===== src/rtl/cpu_pkg.sv =====
// Shared CPU-wide widths and the instruction-fetch state encoding.
package cpu_pkg;

    localparam int unsigned ADDR_W  = 8;
    localparam int unsigned INSTR_W = 16;

    typedef enum logic [1:0] {
        IDLE     = 2'd0,
        FETCH_HI = 2'd1,
        FETCH_LO = 2'd2,
        HOLD     = 2'd3
    } fetch_state_t;

endpackage


===== src/rtl/fetch_unit.sv =====
// Two-byte instruction fetch from a byte-wide shared memory; steers the PC
// through next_address and holds the assembled instruction for decode.
module fetch_unit
    import cpu_pkg::*;
#(
    parameter int unsigned ADDR_W  = cpu_pkg::ADDR_W,
    parameter int unsigned INSTR_W = cpu_pkg::INSTR_W
) (
    input  logic               clock,
    input  logic               reset,
    input  logic [ADDR_W-1:0]  current_address,
    output logic [ADDR_W-1:0]  next_address,
    input  logic               fetch_en,
    output logic               mem_req,
    output logic [ADDR_W-1:0]  mem_addr,
    input  logic               mem_ack,
    input  logic [7:0]         mem_rdata,
    output logic [INSTR_W-1:0] instr,
    output logic               instr_valid,
    input  logic               instr_accept,
    input  logic               branch_taken,
    input  logic [ADDR_W-1:0]  branch_target
);

    fetch_state_t       r_state;
    fetch_state_t       w_state_next;
    logic [INSTR_W-1:0] r_instr;
    logic               r_valid;
    logic [ADDR_W-1:0]  w_addr_inc;

    assign w_addr_inc  = current_address + ADDR_W'(1);
    assign instr       = r_instr;
    assign instr_valid = r_valid;

    always_ff @(posedge clock or negedge reset) begin
        if (!reset) begin
            r_state <= IDLE;
            r_instr <= '0;
            r_valid <= 1'b0;
        end else begin
            r_state <= w_state_next;
            if (r_state == FETCH_HI && mem_ack) begin
                r_instr[INSTR_W-1 -: 8] <= mem_rdata;
            end
            if (r_state == FETCH_LO && mem_ack) begin
                r_instr[7:0] <= mem_rdata;
                r_valid      <= 1'b1;
            end
            if (r_state == HOLD && instr_accept) begin
                r_valid <= 1'b0;
            end
        end
    end

    always_comb begin
        w_state_next = r_state;
        case (r_state)
            IDLE:     if (fetch_en)     w_state_next = FETCH_HI;
            FETCH_HI: if (mem_ack)      w_state_next = FETCH_LO;
            FETCH_LO: if (mem_ack)      w_state_next = HOLD;
            HOLD:     if (instr_accept) w_state_next = IDLE;
            default:                    w_state_next = IDLE;
        endcase
    end

    // The PC advances only on a byte ack or a taken branch; otherwise it holds.
    always_comb begin
        mem_req      = 1'b0;
        mem_addr     = '0;
        next_address = current_address;
        case (r_state)
            FETCH_HI, FETCH_LO: begin
                mem_req  = 1'b1;
                mem_addr = current_address;
                if (mem_ack) begin
                    next_address = w_addr_inc;
                end
            end
            HOLD: begin
                if (instr_accept && branch_taken) begin
                    next_address = branch_target;
                end
            end
            default: ;
        endcase
    end

endmodule


===== config.mk =====
export PLATFORM = sky130hd
export DESIGN_NAME = fetch_unit
export DESIGN_NICKNAME = d
export VERILOG_FILES = /design/src/rtl/cpu_pkg.sv /design/src/rtl/fetch_unit.sv
export SDC_FILE = /design/constraint.sdc
export NUM_CORES = 1
export LEC_CHECK = 0
export CAP_MARGIN = 15
export CORE_ASPECT_RATIO = 1.25
export CORE_MARGIN = 3
export CORE_UTILIZATION = 40
export DETAILED_ROUTE_END_ITERATION = 6
export GPL_ROUTABILITY_DRIVEN = 0
export PLACE_DENSITY = 0.84
export SYNTH_ARGS = -nofsm -noshare
export SYNTH_HDL_FRONTEND = slang
export SYNTH_SLANG_ARGS = --single-unit

===== constraint.sdc =====
create_clock -name clock -period 2.34 [get_ports clock]
set_clock_uncertainty 0.2 [all_clocks]
set_input_delay 0.585 -clock clock [delete_from_list [all_inputs] [get_ports clock]]
set_output_delay 0.585 -clock clock [all_outputs]
set_load 0.02 [all_outputs]

==> summary.txt <==
Critical path
  – Buf/Inv on CP: 3
  – CP required: 1.55 ns
  – Crit-path max cell delay: 0.38 ns
  – Crit path capture type: output pin
  – Worst Path Arrival: 1.73 ns
  – WP depth: 6
  – Startpoint Class: register
  – Worst path cell trace: inv_2, ha_4, inv_2, o32a_4, o22ai_4, buf_6
  – CP max stage cell: dfrtp_1
  – Most used cell, CP: inv_2
  – CP max FO: 5
  – Crit-path leading delay family: compound AO/OA/AOI/OAI gates
  – Critical path class: register to output pin
  – Cells on worst reg2reg path: 7

Global routing
  – Congestion Overflow GR: 0
  – Vias in the first global route: 1483
  – Largest net degree at the start of global routing: 20
  – GRT Util Overall: 22.79%
  – Initial antenna violation count: 0
  – Global-route wire length before repair: 6.900 mm

Status
  – Failing checks: setup timing
  – Run status: finished with violations

Synth
  – Synth Register Bits: 19
  – Post-Synth Adder-Cell Area: 5.911%
  – Syn nets: 162
  – Cells after Synth: 126
  – Yosys warnings: 0
  – Mux contribution to synthesized area: 18.23%
  – Syn Area/Cell: 10.08 sq um
  – Post-synth cell types: 30
  – Synth Area in XOR/XNOR: 0%
  – Largest family of logic cells by synthesized area: multiplexers
  – Synthesized area: ~0.0013 sq mm
  – Synth Area in Simple Gates: about 17%
  – Post-synthesis sequential area ratio: a little under two fifths
  – Synth Area in Compound Gates: around 15%

Detailed routing
  – Final WL: 4.517 mm
  – DR iter-0 viols: 43
  – Drt wl/cell: 17.44 microns
  – DR pass1 iterations: 4
  – Via count: 1416
  – Vias per cell: 5.467
  – Final antenna-violating net count: 0
  – Residual DRC: 0

Clock tree
  – Worst-path clk slew: around 0.1 ns
  – H-tree levels: 1
  – Post-CTS Hold Fix Bufs: 0
  – CTS sink cnt: 19
  – CTS Buffer Depth: 2
  – Clock latency on the worst-skew pair: 0.28 ns
  – CTS tree: yes
  – Clk root buf: clkbuf_4
  – CTS buffer count: 3

Power
  – PD cells: 1385 mW/mm^2
  – Seq pwr share: 17.7%
  – Leakage: ~1.0 nW
  – Switching share of power: 43.94%
  – Sw Pwr: 1.460 mW
  – Comb pwr share: around 78%
  – Internal: 1.863 mW
  – Max VDD drop: 966.9 uV
  – Part of the power in the clock network: 4.7%

Floorplan
  – Core area: about 0.003 sq mm
  – DIE AREA: just under 0.004 sq mm
  – Starting Density: 42.33%
  – Die X: 56.40 microns
  – # IOs: 64
  – # rows: 22
  – Die Ht: 69.00 microns

Hold path
  – Worst min path class: register to register
  – Hold Crit Depth: 1

Timing
  – Final worst path period share: 107.5%
  – RSZ-0062 raised after global routing: yes
  – Final WS setup: -0.1756 ns
  – # setup viols final: 8
  – Slew headroom: 81.73%
  – Slew Limit Fails: 0
  – Final hold violation count: 0
  – Worst-Margin Slew: 0.2712 ns
  – Fmax: around 0.40 GHz
  – Final hold slack: around 0.31 ns
  – Final Critical Period: approximately 2.5 ns

Cells and area
  – Share of cells above drive strength 1: 50.67%
  – Fin cells: about 260
  – N_diodes: 0
  – Commonest non-fill, non-tap cell in the layout: buf_4
  – Final net count: 260
  – Fillers: 181
  – Most frequent cells in the layout: 42 x buf_4, 35 x clkdlybuf4s50_1, 19 x dfrtp_1
  – Core Util, Final: 79.98%
  – Post-route cell area: 0.002400 sq mm
  – Syn-to-layout area delta: 88.97%

Placement
  – PortBufs: 63
  – Place WS: -0.9817 ns
  – Placed Area: 0.002166 sq mm
  – DP HPWL: 3.159 mm
  – Placed cells: 248

Run
  – Maxcap violations: 0
==> sequential cells by signal, summed over array words and instances, names as in the netlist <==
signal and count:
r_state 2, instr 16, instr_valid 1
==> Yosys cell counts <==
library cell,instances,area [sq um]
a22oi_1,1,7.510
and2_1,6,37.54
a2bb2oi_1,1,8.760
nor3_2,1,10.01
nor2_1,7,26.28
mux2i_1,4,40.04
clkbuf_1,1,3.750
inv_1,6,22.52
nand2_1,13,48.80
ha_1,6,75.07
o32a_2,1,11.26
a21oi_1,13,65.06
nand4_1,2,12.51
mux2_2,17,191.4
nand4_2,1,12.51
and2_2,1,7.510
a211oi_1,1,7.510
o22ai_1,1,6.260
clkbuf_8,2,27.53
nand3_1,1,5.000
a21o_1,1,7.510
buf_6,2,22.52
a221o_1,1,10.01
nor3_1,3,15.01
o221ai_1,5,43.79
o21ai_0,1,5.000
inv_2,1,3.750
dfrtp_1,19,475.5
nor3b_1,6,45.04
o221ai_2,1,15.01
==> kinds of logic (layout without fill, tap and decap cells) <==
logic type | Yosys count | count (layout)
compound gates | 27 | 27
fa+ha+maj | 6 | 6
buf+inv | 12 | 109
simple gates | 41 | 41
flops | 19 | 19
mux | 21 | 21
==> final timing paths <==
path                                         from                       to  slack, ns
setup / recovery           r_state[0]$_DFFE_PN0P_          next_address[3]      -0.18
hold / removal               instr[0]$_DFFE_PN0P_     instr[0]$_DFFE_PN0P_       0.31
setup reg to reg           r_state[0]$_DFFE_PN0P_   r_state[1]$_DFFE_PN0P_       0.39
hold reg to reg              instr[0]$_DFFE_PN0P_     instr[0]$_DFFE_PN0P_       0.31
max in group asynchronous                   reset  instr_valid$_DFFE_PN0P_       1.33
min in group asynchronous                   reset     instr[4]$_DFFE_PN0P_       0.41
==> per-layer routing <==
layer | vias up | wire (microns) | global-route usage [%]
li1 | 652 | - | -
met4 | 0 | 129 | 12.17
met1 | 672 | 1634 | 21.99
met3 | 14 | 369 | 5.959
met5 | - | 0 | 0
met2 | 78 | 2383 | 44.59
==> worst reg2reg max path: cells and delay by family, from the launching register on <==
kind | cells | cell delay, ns
buffers and inverters | 3 | 0.43
DFF | 1 | 0.41
AOI/OAI and AO/OA | 2 | 0.36
muxes | 1 | 0.29
adders and majority gates | 1 | 0.16
==> power groups by stage <==
stage                     sequential [mW]  clock, mW  combinational, mW
after CTS                           0.589      0.164               2.43
final                               0.588      0.157               2.58
after global placement              0.577          0               2.34
after detailed placement            0.592          0               2.39
after global routing                0.607      0.178               2.74
after floorplan                     0.776          0               1.05
==> cell type report <==
cell class | count | area [sq um] | share of cell area (%)
multi-input combinational | 95 | 917.1 | 38.22
sequential | 19 | 475.5 | 19.81
inverter | 7 | 26.28 | 1.095
timing repair buffer | 98 | 909.6 | 37.90
tap | 36 | 45.04 | 1.877
clock buffer | 4 | 26.28 | 1.095
==> metrics by stage <==
| step | TNS (ns) | power [mW] |
|---|---|---|
| after global placement | -10.20 | 2.914 |
| final | -1.081 | 3.323 |
| after floorplan | 0 | 1.823 |
| after global routing | -1.778 | 3.529 |
| after detailed placement | -10.58 | 2.980 |
| after CTS | -0.8669 | 3.184 |
==> timing repair <==
item / in CTS / in global routing
setup buffers: 2 / 6
gates cloned: 1 / 0
endpoints found under the setup margin: 17 / 14
gates resized for setup: 132 / 28
endpoints found under the hold margin: 0 / 0
pin swaps: 10 / 14
(Power assumes the default switching activity.)
